<file path="config.mk">
export PLATFORM = sky130hd
export DESIGN_NAME = spi_daisy_arb
export DESIGN_NICKNAME = d
export VERILOG_FILES = /design/src/rtl/spi_pkg.sv /design/src/rtl/rr_arb2.sv /design/src/rtl/spi_daisy_arb.sv
export SDC_FILE = /design/constraint.sdc
export NUM_CORES = 1
export LEC_CHECK = 0
export CELL_PAD_IN_SITES_DETAIL_PLACEMENT = 1
export CELL_PAD_IN_SITES_GLOBAL_PLACEMENT = 1
export CORE_MARGIN = 1.5
export CORE_UTILIZATION = 49
export CTS_CLUSTER_DIAMETER = 120
export DETAILED_ROUTE_END_ITERATION = 7
export DONT_BUFFER_PORTS = 1
export GPL_TIMING_DRIVEN = 0
export PLACE_DENSITY_LB_ADDON = 0.1
export SLEW_MARGIN = 10
export SYNTH_ARGS = -nofsm -noshare
export SYNTH_HDL_FRONTEND = slang
export SYNTH_SLANG_ARGS = --single-unit
export TNS_END_PERCENT = 20
</file>
<file path="constraint.sdc">
create_clock -name clk -period 4.8 [get_ports clk]
set_input_delay 0.96 -clock clk [delete_from_list [all_inputs] [get_ports clk]]
set_output_delay 0.96 -clock clk [all_outputs]
set_load 0.03 [all_outputs]
</file>
<file path="src/rtl/spi_pkg.sv">
// Shared types and default sizing for the SPI daisy-chain frame arbiter.
package spi_pkg;

   localparam int unsigned N_DEV_DEF   = 4;
   localparam int unsigned DW_DEF      = 8;
   localparam int unsigned TIMEOUT_DEF = 1024;

   typedef enum logic [2:0] {
      IDLE,
      SETUP,
      SEND,
      WAIT,
      HOLD,
      FIN
   } state_e;

endpackage

</file>
<file path="src/rtl/rr_arb2.sv">
// Two-way round-robin arbiter: a lone request wins directly, a tie goes to the
// requester not served last (requester 0 after reset).
module rr_arb2 (
   input  logic       clk,
   input  logic       rst,
   input  logic [1:0] req,
   input  logic       advance,
   output logic [1:0] grant
);

   // Requester favoured on the next tie.
   logic prio_q, prio_d;

   always_comb begin
      unique case (req)
         2'b01:   grant = 2'b01;
         2'b10:   grant = 2'b10;
         2'b11:   grant = prio_q ? 2'b10 : 2'b01;
         default: grant = 2'b00;
      endcase
   end

   always_comb begin
      prio_d = prio_q;
      if (advance && (grant != 2'b00)) begin
         prio_d = grant[0];
      end
   end

   always_ff @(posedge clk) begin
      if (!rst) begin
         prio_q <= 1'b0;
      end else begin
         prio_q <= prio_d;
      end
   end

endmodule

</file>
<file path="src/rtl/spi_daisy_arb.sv">
// Arbitrates two frame requesters onto one byte-level SPI master and walks the
// captured frame out farthest-device-first, with a per-word m_done timeout.
module spi_daisy_arb
   import spi_pkg::*;
#(
   parameter int unsigned N_DEV   = N_DEV_DEF,
   parameter int unsigned DW      = DW_DEF,
   parameter int unsigned TIMEOUT = TIMEOUT_DEF
) (
   input  logic                clk,
   input  logic                rst,
   input  logic [1:0]          req,
   input  logic [N_DEV*DW-1:0] req_data0,
   input  logic [N_DEV*DW-1:0] req_data1,
   output logic [1:0]          gnt,
   output logic [1:0]          done,
   output logic                err,
   output logic                m_start,
   output logic [DW-1:0]       m_data,
   input  logic                m_done,
   output logic                cs,
   output logic                busy
);

   localparam int unsigned   IW      = (N_DEV > 1) ? $clog2(N_DEV) : 1;
   localparam logic [IW-1:0] IDX_TOP = IW'(N_DEV - 1);
   localparam logic [15:0]   TO_LAST = 16'(TIMEOUT - 1);

   state_e              state_q, state_d;
   logic [N_DEV*DW-1:0] frame_q, frame_d;
   logic [IW-1:0]       idx_q, idx_d;
   logic [15:0]         cnt_q, cnt_d;
   logic                owner_q, owner_d;
   logic [1:0]          gnt_q, gnt_d;
   logic [1:0]          done_q, done_d;
   logic                err_q, err_d;
   logic                m_start_q, m_start_d;
   logic [DW-1:0]       m_data_q, m_data_d;
   logic                cs_q, cs_d;
   logic                busy_q, busy_d;

   logic [1:0]          arb_grant;
   logic                take;
   logic                timeout;

   assign take    = (state_q == IDLE) && (req != 2'b00);
   // m_done on the last counted cycle wins over the timeout.
   assign timeout = (state_q == WAIT) && !m_done && (cnt_q == TO_LAST);

   rr_arb2 u_arb (
      .clk     (clk),
      .rst     (rst),
      .req     (req),
      .advance (take),
      .grant   (arb_grant)
   );

   always_ff @(posedge clk) begin
      if (!rst) begin
         state_q   <= IDLE;
         frame_q   <= '0;
         idx_q     <= '0;
         cnt_q     <= '0;
         owner_q   <= 1'b0;
         gnt_q     <= '0;
         done_q    <= '0;
         err_q     <= 1'b0;
         m_start_q <= 1'b0;
         m_data_q  <= '0;
         cs_q      <= 1'b1;
         busy_q    <= 1'b0;
      end else begin
         state_q   <= state_d;
         frame_q   <= frame_d;
         idx_q     <= idx_d;
         cnt_q     <= cnt_d;
         owner_q   <= owner_d;
         gnt_q     <= gnt_d;
         done_q    <= done_d;
         err_q     <= err_d;
         m_start_q <= m_start_d;
         m_data_q  <= m_data_d;
         cs_q      <= cs_d;
         busy_q    <= busy_d;
      end
   end

   always_comb begin
      state_d = state_q;
      frame_d = frame_q;
      idx_d   = idx_q;
      cnt_d   = cnt_q;
      owner_d = owner_q;
      unique case (state_q)
         IDLE: begin
            if (take) begin
               state_d = SETUP;
               frame_d = arb_grant[1] ? req_data1 : req_data0;
               owner_d = arb_grant[1];
               idx_d   = IDX_TOP;
            end
         end
         SETUP: state_d = SEND;
         SEND: begin
            state_d = WAIT;
            cnt_d   = '0;
         end
         WAIT: begin
            if (m_done) begin
               if (idx_q != '0) begin
                  idx_d   = idx_q - 1'b1;
                  state_d = SEND;
               end else begin
                  state_d = HOLD;
               end
            end else if (timeout) begin
               state_d = IDLE;
            end else begin
               cnt_d = cnt_q + 16'd1;
            end
         end
         HOLD:    state_d = FIN;
         FIN:     state_d = IDLE;
         default: state_d = IDLE;
      endcase
   end

   // Outputs are registered copies of values decided from the current cycle.
   always_comb begin
      gnt_d     = '0;
      done_d    = '0;
      err_d     = 1'b0;
      m_start_d = 1'b0;
      m_data_d  = m_data_q;
      cs_d      = !(state_d inside {SETUP, SEND, WAIT, HOLD});
      busy_d    = (state_d != IDLE);
      if (take) begin
         gnt_d = arb_grant;
      end
      if (state_q == SEND) begin
         m_start_d = 1'b1;
         m_data_d  = frame_q[idx_q*DW +: DW];
      end
      if (state_q == HOLD) begin
         done_d = owner_q ? 2'b10 : 2'b01;
      end
      if (timeout) begin
         err_d = 1'b1;
      end
   end

   assign gnt     = gnt_q;
   assign done    = done_q;
   assign err     = err_q;
   assign m_start = m_start_q;
   assign m_data  = m_data_q;
   assign cs      = cs_q;
   assign busy    = busy_q;

endmodule

</file>
==> impl_metrics.tcl <==
set metrics [dict create \
    critPathLaunchType "flop" \
    synth_seq_cells 71 \
    areaGrowthSynthToFinish_pct 8.25 \
    dr.first_iter.drc_count 149 \
    cts_setup_buffers 0 \
    clk_latency_ps 350 \
    cp.required_ps 5010 \
    path_class "reg2reg" \
    r2r-end "cs$_SDFF_PN1_" \
    syn_avg_cell_area_um2 8.49 \
    final_cell_mix "nand2_1, dfxtp_1, nor2_1" \
    grtUsageTotal_pct 27.5 \
    synth_edf_count 0 \
    relSlewSlack_pct 36.9 \
    die_area_um2 7250 \
    worst_slew_pin_slew_ps 938 \
    ioPinCount 85 \
    start_util_pct 51.5 \
    worstHoldPathType "reg2reg" \
    maxCapViolCount 0 \
    fmax_ghz 0.417 \
    cts_buffer_depth 2 \
    p_leak_uw 0.00122 \
    rr_startpoint "idx_q[0]$_SDFFE_PN0P_" \
    synthFlopType "dfxtp_1" \
    clockRootBuffer "clkbuf_8" \
    overflow 0 \
    reg2reg_slack_ps 2400 \
    crit_path_end_kind "flop" \
    num_vias 3001 \
    crit_fanout 9 \
    grt_max_degree 12 \
    crit_end "cs$_SDFF_PN1_" \
    rsz0062_at_grt "no" \
    instances_no_fill 482 \
    vias_per_cell 6.23 \
    reg2reg_depth 6 \
    cp-startpoint "idx_q[0]$_SDFFE_PN0P_" \
    cts_tree "built" \
    synth_area_leader_cell "dfxtp_1" \
    cts_buffers 9 \
    core_um2 6420 \
    layout_commonest_cell "nand2_1" \
    hold_buffers 0 \
    dp_hpwl_mm 6.95 \
    timing.final.crit_share_pct 50.0 \
    place.gp.congestion 0.831 \
    synth.cell_area_um2 3300 \
    status "finished with violations" \
    finClkSkew_ps 9.28 \
    violations "DRC" \
    grt_pass1_vias 3104 \
    dpl.cell_count 466 \
    ir_drop_v 0.000185 \
    drv_slew 0 \
    wl_per_cell_um 19.5 \
    synth.distinct_cells 50 \
    path_clk_slew_ps 70 \
    cts_sinks 71 \
    synth_fp_nets 460 \
    dr.pass1.iters 8 \
    final_antenna_net_count 0 \
    dpl_cell_area_um2 3400 \
    synth_seq_area_share_pct 43.0 \
    setup_violations 0 \
    yosys-top-cells-area "dfxtp_1, nand2_1, a311oi_1" \
    die_h_um 85.1 \
    cp_data_arrival_time_ps 2610 \
    drt_wl_total_mm 9.39 \
    async_flop_share_pct 0 \
    n_fill_cell 802 \
    n_antenna_cell 0 \
    fin_crit_ps 2400 \
    cts-resized-gates 0 \
    io_buffer_count 0 \
    htreeDepth 3 \
    drive_above_1_share_pct 8.64 \
    synth_top_area_share_pct 43.0 \
    finalInstanceArea_um2 3580 \
    antenna_found_initial 0 \
    ys.warnings.count 0 \
    die_w_um 85.1 \
    total_power_uw 1340 \
    fin_setup_tns_ps 0 \
    grt_pass1_wl_mm 15.5 \
    synth_cells 389 \
    nets 471 \
    power_density_nw_per_um2 373 \
    finalHoldViolCount 0 \
    post-route-drc-count 5 \
    row_count 29 \
]
-- worst min path at each step --
| stage | end | start | slack, ps | cells past startpoint |
|---|---|---|---|---|
| 6_report | done[0]$_SDFF_PN0_ | owner_q$_SDFFE_PN0P_ | 460 | 1 |
| 5_1_grt | done[1]$_SDFF_PN0_ | owner_q$_SDFFE_PN0P_ | 480 | 2 |
| 4_1_cts | done[0]$_SDFF_PN0_ | owner_q$_SDFFE_PN0P_ | 470 | 1 |
| 3_5_place_dp | done[0]$_SDFF_PN0_ | owner_q$_SDFFE_PN0P_ | 460 | 1 |
| 3_3_place_gp | done[0]$_SDFF_PN0_ | owner_q$_SDFFE_PN0P_ | 450 | 1 |
| 2_1_floorplan | done[0]$_SDFF_PN0_ | owner_q$_SDFFE_PN0P_ | 420 | 1 |
-- metrics by stage --
step	hold slack [ps]	utilization [%]	setup slack [ps]
after detailed placement	458	53.0	2060
after CTS	472	55.7	2360
after floorplan	422	-	2340
final	464	55.7	2400
after global routing	484	55.7	2160
after global placement	447	53.0	2080
-- where the power goes --
group | total, uW | switching (uW) | internal, uW
Combinational | 218 | 134 | 83.6
Sequential | 682 | 44.0 | 638
Clock | 436 | 221 | 215
Total | 1340 | 400 | 936
-- worst max-delay path: stages (launching register included) --
cell	delay, ps
dfxtp_1	320
clkbuf_1	520
inv_1	190
ha_1	290
and4_1	210
a2111oi_1	530
o311ai_1	190
-- flip-flops by register name (all words and copies together) (netlist names), 2 cells and up --
register,count
frame_q,32
cnt_q,16
m_data,8
state_q,3
done,2
gnt,2
idx_q,2
-- kinds of logic (layout without fill, tap and decap cells) --
family	Yosys count	in the layout	share of synthesized area, %
AO/OA/AOI/OAI	81	81	18.0
adder cells (fa/ha/maj)	2	2	0.757
buffers and inverters	41	57	5.07
flip-flops	71	71	43.0
multiplexers	11	11	6.36
AND/OR/NAND/NOR	183	183	26.8
-- Yosys cell counts, types with 3 or more instances --
master / n
nor3b_1: 3
mux4_2: 8
or3_1: 3
a21oi_1: 23
nor4_1: 4
a311oi_1: 32
inv_1: 8
nand3_1: 7
o31ai_1: 10
dfxtp_1: 71
nor3_1: 4
buf_2: 3
or4_1: 11
clkbuf_1: 27
nor2_1: 44
nand2_1: 89
mux2i_1: 3
-- layout make-up --
class	count	area (um^2)	area share [%]
tap	77	96.3	2.69
clock inverter	3	17.5	0.490
inverter	9	33.8	0.944
clock buffer	13	159	4.44
sequential	71	1420	39.7
multi-input combinational	277	1720	48.0
buffer	32	134	3.74
-- routing by layer --
layer  share of wire [%]  track usage (%)  wire [um]  vias up
li1                    -                -          -     1429
met5                   0                0          0        -
met3                 7.0             6.03        658       24
met4                 3.1             11.9        287        0
met2                  44             41.6       4130       99
met1                  46             37.9       4310     1449
(Power assumes the default switching activity.)
==> RTL edit 1: new RTL, same flow settings <==
Reset style: asynchronous (`rst`), changed in 2 clocked blocks.
--- a/src/rtl/rr_arb2.sv
+++ b/src/rtl/rr_arb2.sv
@@ -27,7 +27,7 @@
       end
    end
 
-   always_ff @(posedge clk) begin
+   always_ff @(posedge clk or negedge rst) begin
       if (!rst) begin
          prio_q <= 1'b0;
       end else begin
--- a/src/rtl/spi_daisy_arb.sv
+++ b/src/rtl/spi_daisy_arb.sv
@@ -55,7 +55,7 @@
       .grant   (arb_grant)
    );
 
-   always_ff @(posedge clk) begin
+   always_ff @(posedge clk or negedge rst) begin
       if (!rst) begin
          state_q   <= IDLE;
          frame_q   <= '0;
Formal check against the unedited RTL: differs if rst is asserted again (counterexample within 4 cycles, from zero or initial values and one cycle with rst low); with rst held inactive, the same outputs for 10 cycles.
==> RTL edit 1 against the unedited design <==
- worst setup slack gained 0.14 ns
- sequential cell count stayed put
- final cell count decreased by 5.0%
- critical path depth shrank 1
- routed wire length decreased by 4.8%
- synthesized area rose by 4.8%
- cell area grew 5.5%
- critical path type is now in2reg
- critical endpoint is now cnt_q[10]$_DFFE_PN0P_
Power is not compared: it rests on default switching activity, and its combinational part moved more than twofold at a synthesized area within 25%.
==> RTL edit 1: results (changes against the unedited design) <==
Synth
  – Post-synth net total: 417 (-9.3%)
  – Post-synthesis sequential area ratio: 51.3% (+8.3 points)
  – Most frequent cells after synthesis: dfrtp_1 (70), nand2_1 (70), o21ai_0 (39)
  – Post-synth ARST share: 100% (+100 points)
  – Post-synthesis cell type count: 46 (-8.0%)
  – Dominant cells by area after synthesis: dfrtp_1 (51%), nand2_1 (7.6%), o21ai_0 (5.6%)
  – Post-synth top flop: dfrtp_1

Finish
  – Share of cells above drive strength 1: 9.67% (+1.0 points)

Placed design
  – Hpwl dp: 6490 um (-6.6%)
  – GP Congestion: 0.796 (-4.2%)
  – Area after DPL: 3580 um2 (+5.4%)
  – Dpl ws: 2.19 ns (+0.129 ns)

Critical path
  – CP top delay family: simple AND/OR/NAND/NOR gates
  – Reg2reg setup slack: 2.71 ns (+0.31 ns)
  – Worst EP arrival: 2.53 ns (-0.08 ns)
  – Buf+Inv Stages, Crit Path: 1 (-1)
  – Worst-path maximum fanout: 10 (+1)
  – Register-to-Register Path Depth: 5 (-1)
  – Reg2reg end: cnt_q[1]$_DFFE_PN0P_
  – Critical-path top delay cell: or4_4
  – Worst R2R Start: cnt_q[11]$_DFFE_PN0P_
  – CP max stage delay: 0.59 ns (+0.06 ns)

Drt
  – Drt total wl: 8940 um (-4.8%)
  – WL met3: 357 um (-46%)
  – DRT met1 WL: 4150 um (-3.6%)
  – First DRT Iteration DRCs: 97 (-35%)
  – DR pass1 iterations: 4 (-4)
  – Avg Vias per Cell: 5.93 (-4.8%)
  – Wire length on met2: 4230 um (+2.2%)

Global routing
  – First-pass GRT wire length: 14400 um (-7.1%)
  – Largest net degree at the start of global routing: 72 (+60)
  – Met3 usage: 5.31% (-0.72 points)
  – Vias in the first global route: 2934 (-5.5%)
  – Met2 GRT Util: 41.0% (-0.54 points)

Timing
  – Worst Skew: 0.00923 ns (-0.0000513 ns)
  – Relative slew slack: 55.6% (+19 points)
  – Hold_ws: 0.301 ns (-0.163 ns)

Worst hold path
  – Hold Path Class: in2async

Power
  – Int Pwr: between 0.001 and 0.0015 W

Outcome
  – Status: finished clean
-- RTL edit 1: cell types whose count changed after synthesis, moves of 15 or more --
cell      change
o22ai_1      +31
dfrtp_1      +70
dfxtp_1      -71
nor2_1       -35
nand2_1      -19
a21oi_1      -15
a311oi_1     -32
o21ai_0      +37
-- RTL edit 1: through the flow --
| step | total power [W] | std cells |
|---|---|---|
| after floorplan | 0.00149 | 346 |
| after global placement | 0.00166 | 442 |
| after detailed placement | 0.00170 | 442 |
| after CTS | 0.00217 | 458 |
| after global routing | 0.00230 | 458 |
| final | 0.00216 | 458 |
-- RTL edit 1: layout make-up --
cell class,instances,area [um2]
Buffer,23,104
Clock buffer,10,128
Clock inverter,6,61.3
Fill cell,781,3060
Inverter,9,33.8
Multi-Input combinational cell,243,1550
Sequential cell,71,1780
Tap cell,96,120
-- RTL edit 1: cells by family (layout without fill, tap and decap cells) --
group | count (synthesis) | after routing | synth area share [%]
xor+xnor | 1 | 1 | 0.253
simple gates | 121 | 121 | 18.3
mux | 15 | 15 | 7.23
fa+ha+maj | 2 | 2 | 0.722
compound gates | 104 | 104 | 18.2
buf+inv | 32 | 48 | 3.97
flops | 71 | 71 | 51.3
-- RTL edit 1: worst max path at each step --
| stage | end | startpoint | slack (ns) |
|---|---|---|---|
| after floorplan | cnt_q[10]$_DFFE_PN0P_ | m_done | 2.39 |
| after global placement | cnt_q[10]$_DFFE_PN0P_ | m_done | 2.26 |
| after detailed placement | cnt_q[10]$_DFFE_PN0P_ | m_done | 2.19 |
| after CTS | cnt_q[10]$_DFFE_PN0P_ | m_done | 2.56 |
| after global routing | cnt_q[7]$_DFFE_PN0P_ | state_q[2]$_DFF_PN0_ | 2.47 |
| final | cnt_q[10]$_DFFE_PN0P_ | m_done | 2.54 |
==> RTL edit 2: new RTL, config.mk and constraints unchanged <==
Without the edit above. The package constant `N_DEV_DEF` goes from 4 to 8.
--- a/src/rtl/spi_pkg.sv
+++ b/src/rtl/spi_pkg.sv
@@ -1,7 +1,7 @@
 // Shared types and default sizing for the SPI daisy-chain frame arbiter.
 package spi_pkg;
 
-   localparam int unsigned N_DEV_DEF   = 4;
+   localparam int unsigned N_DEV_DEF   = 8;
    localparam int unsigned DW_DEF      = 8;
    localparam int unsigned TIMEOUT_DEF = 1024;
 
Interface: changed (resized req_data0 and req_data1); port bits go from 85 to 149. The function was not compared with the original's and may differ.
==> RTL edit 2 against the unedited design <==
- count of clock-buffer cells in the layout fell by 2
- routed wire length rose by 66%
- cell area rose by 52%
- hold slack improved by 0.0040 ns
- non-clock buffer count rose by 20
- synthesized area rose by 53%
- largest cell class unchanged
- die area rose by 51%
- final cell count rose by 54%
- worst setup slack got worse by 0.32 ns
- critical endpoint unchanged
- via count rose by 54%
- total power rose by 54%
- sequential cell count rose by 33
==> RTL edit 2: results (changes against the unedited design) <==
Finish
  – Non-clock buffer share: 4.09% (+0.34 points)
  – Share of cells above drive strength 1: 8.36% (-0.28 points)
  – Seq/total area: 38.4% (-1.3 points)
  – Clock buffer cells: 11 (-2)
  – Nets: 741 (+57%)
  – Filler Cells Inserted: 1180 (+47%)
  – Layout area overhead: 7.52%
  – Non-CTS inverters: 6 (-3)
  – Largest register FFs: 64 (+100%)
  – Multi-input combinational area share: 50.1% (+2.1 points)
  – Non-CTS buffers: 52 (+63%)

Drt
  – Drt total wl: 15600 um (+66%)
  – Avg Vias per Cell: 6.21 (-0.26%)
  – Wire length on met2: 7630 um (+85%)
  – DRT met1 WL: 6480 um (+51%)
  – DR pass1 iterations: 4 (-4)
  – WL met3: 1140 um (+74%)
  – Vias after detailed routing: 4614 (+54%)
  – First DRT Iteration DRCs: 201 (+35%)

Global routing
  – First-pass GRT wire length: 24400 um (+57%)
  – Met1 usage: 35.6% (-2.2 points)
  – GRT Total Usage: 28.4% (+0.91 points)
  – Met3 usage: 6.83% (+0.80 points)
  – Largest net degree at the start of global routing: 17 (+5)
  – Vias in the first global route: 4666 (+50%)

Critical path
  – Worst R2R Start: idx_q[1]$_SDFFE_PN0P_
  – Reg2reg setup slack: 2.09 ns (-0.32 ns)
  – Register-to-Register Path Depth: 8 (+2)
  – Worst-path maximum fanout: 10 (+1)
  – Critical-path top delay cell: buf_1
  – CP top delay family: buffers and inverters
  – Worst EP arrival: 2.96 ns (+0.35 ns)

Timing
  – Hold_ws: 0.468 ns (+0.00399 ns)
  – Worst slew pin tran: 0.703 ns (-0.235 ns)
  – Worst Skew: 0.0133 ns (+0.00403 ns)

Power
  – Leakage: 1.99 nW (+63%)
  – Pwr dens: 380 nW/um2 (+1.7%)
  – Power share of the clock group: 29.5% (-3.1 points)
  – Worst vdd ir: 0.177 mV (-4.7%)
  – Logic pwr share: 20.3% (+4.0 points)

Synth
  – Most frequent cells after synthesis: nand2_1 (142), dfxtp_1 (104), nor2_1 (77)
  – Post-synthesis sequential area ratio: 41.3% (-1.7 points)
  – Dominant cells by area after synthesis: dfxtp_1 (41%), a311oi_1 (11%), nand2_1 (11%)
  – Post-Synthesis Cells: 594 (+53%)
  – Post-synth ARST share: 0% (unchanged)

Placed design
  – DP Cell Count: 727 (+56%)
  – Hpwl dp: 11800 um (+69%)
  – GP Congestion: 0.907 (+9.1%)
  – Area after DPL: 5210 um2 (+53%)

Clock network
  – Clock latency on the worst-skew pair: 0.37 ns (+0.02 ns)
  – Worst-path clk slew: 0.10 ns (+0.03 ns)
  – Clock Sinks: 104 (+46%)

Outcome
  – Status: finished clean
-- RTL edit 2: worst max path at each step --
stage	start	slack, ns	to
after floorplan	m_done	2.61	cnt_q[8]$_SDFFE_PN0P_
after global placement	req[0]	2.21	frame_q[3]$_SDFFE_PN0P_
after detailed placement	req[0]	2.11	frame_q[0]$_SDFFE_PN0P_
after CTS	idx_q[1]$_SDFFE_PN0P_	2.10	cs$_SDFF_PN1_
after global routing	idx_q[1]$_SDFFE_PN0P_	1.92	cs$_SDFF_PN1_
final	idx_q[1]$_SDFFE_PN0P_	2.09	cs$_SDFF_PN1_
-- RTL edit 2: logic make-up after synthesis --
kind of cell	after synthesis	share of synthesized area, %
mux	31	10.1
buf+inv	58	4.84
fa+ha+maj	3	0.745
compound gates	122	18.5
flops	104	41.3
xor+xnor	1	0.174
simple gates	275	24.3
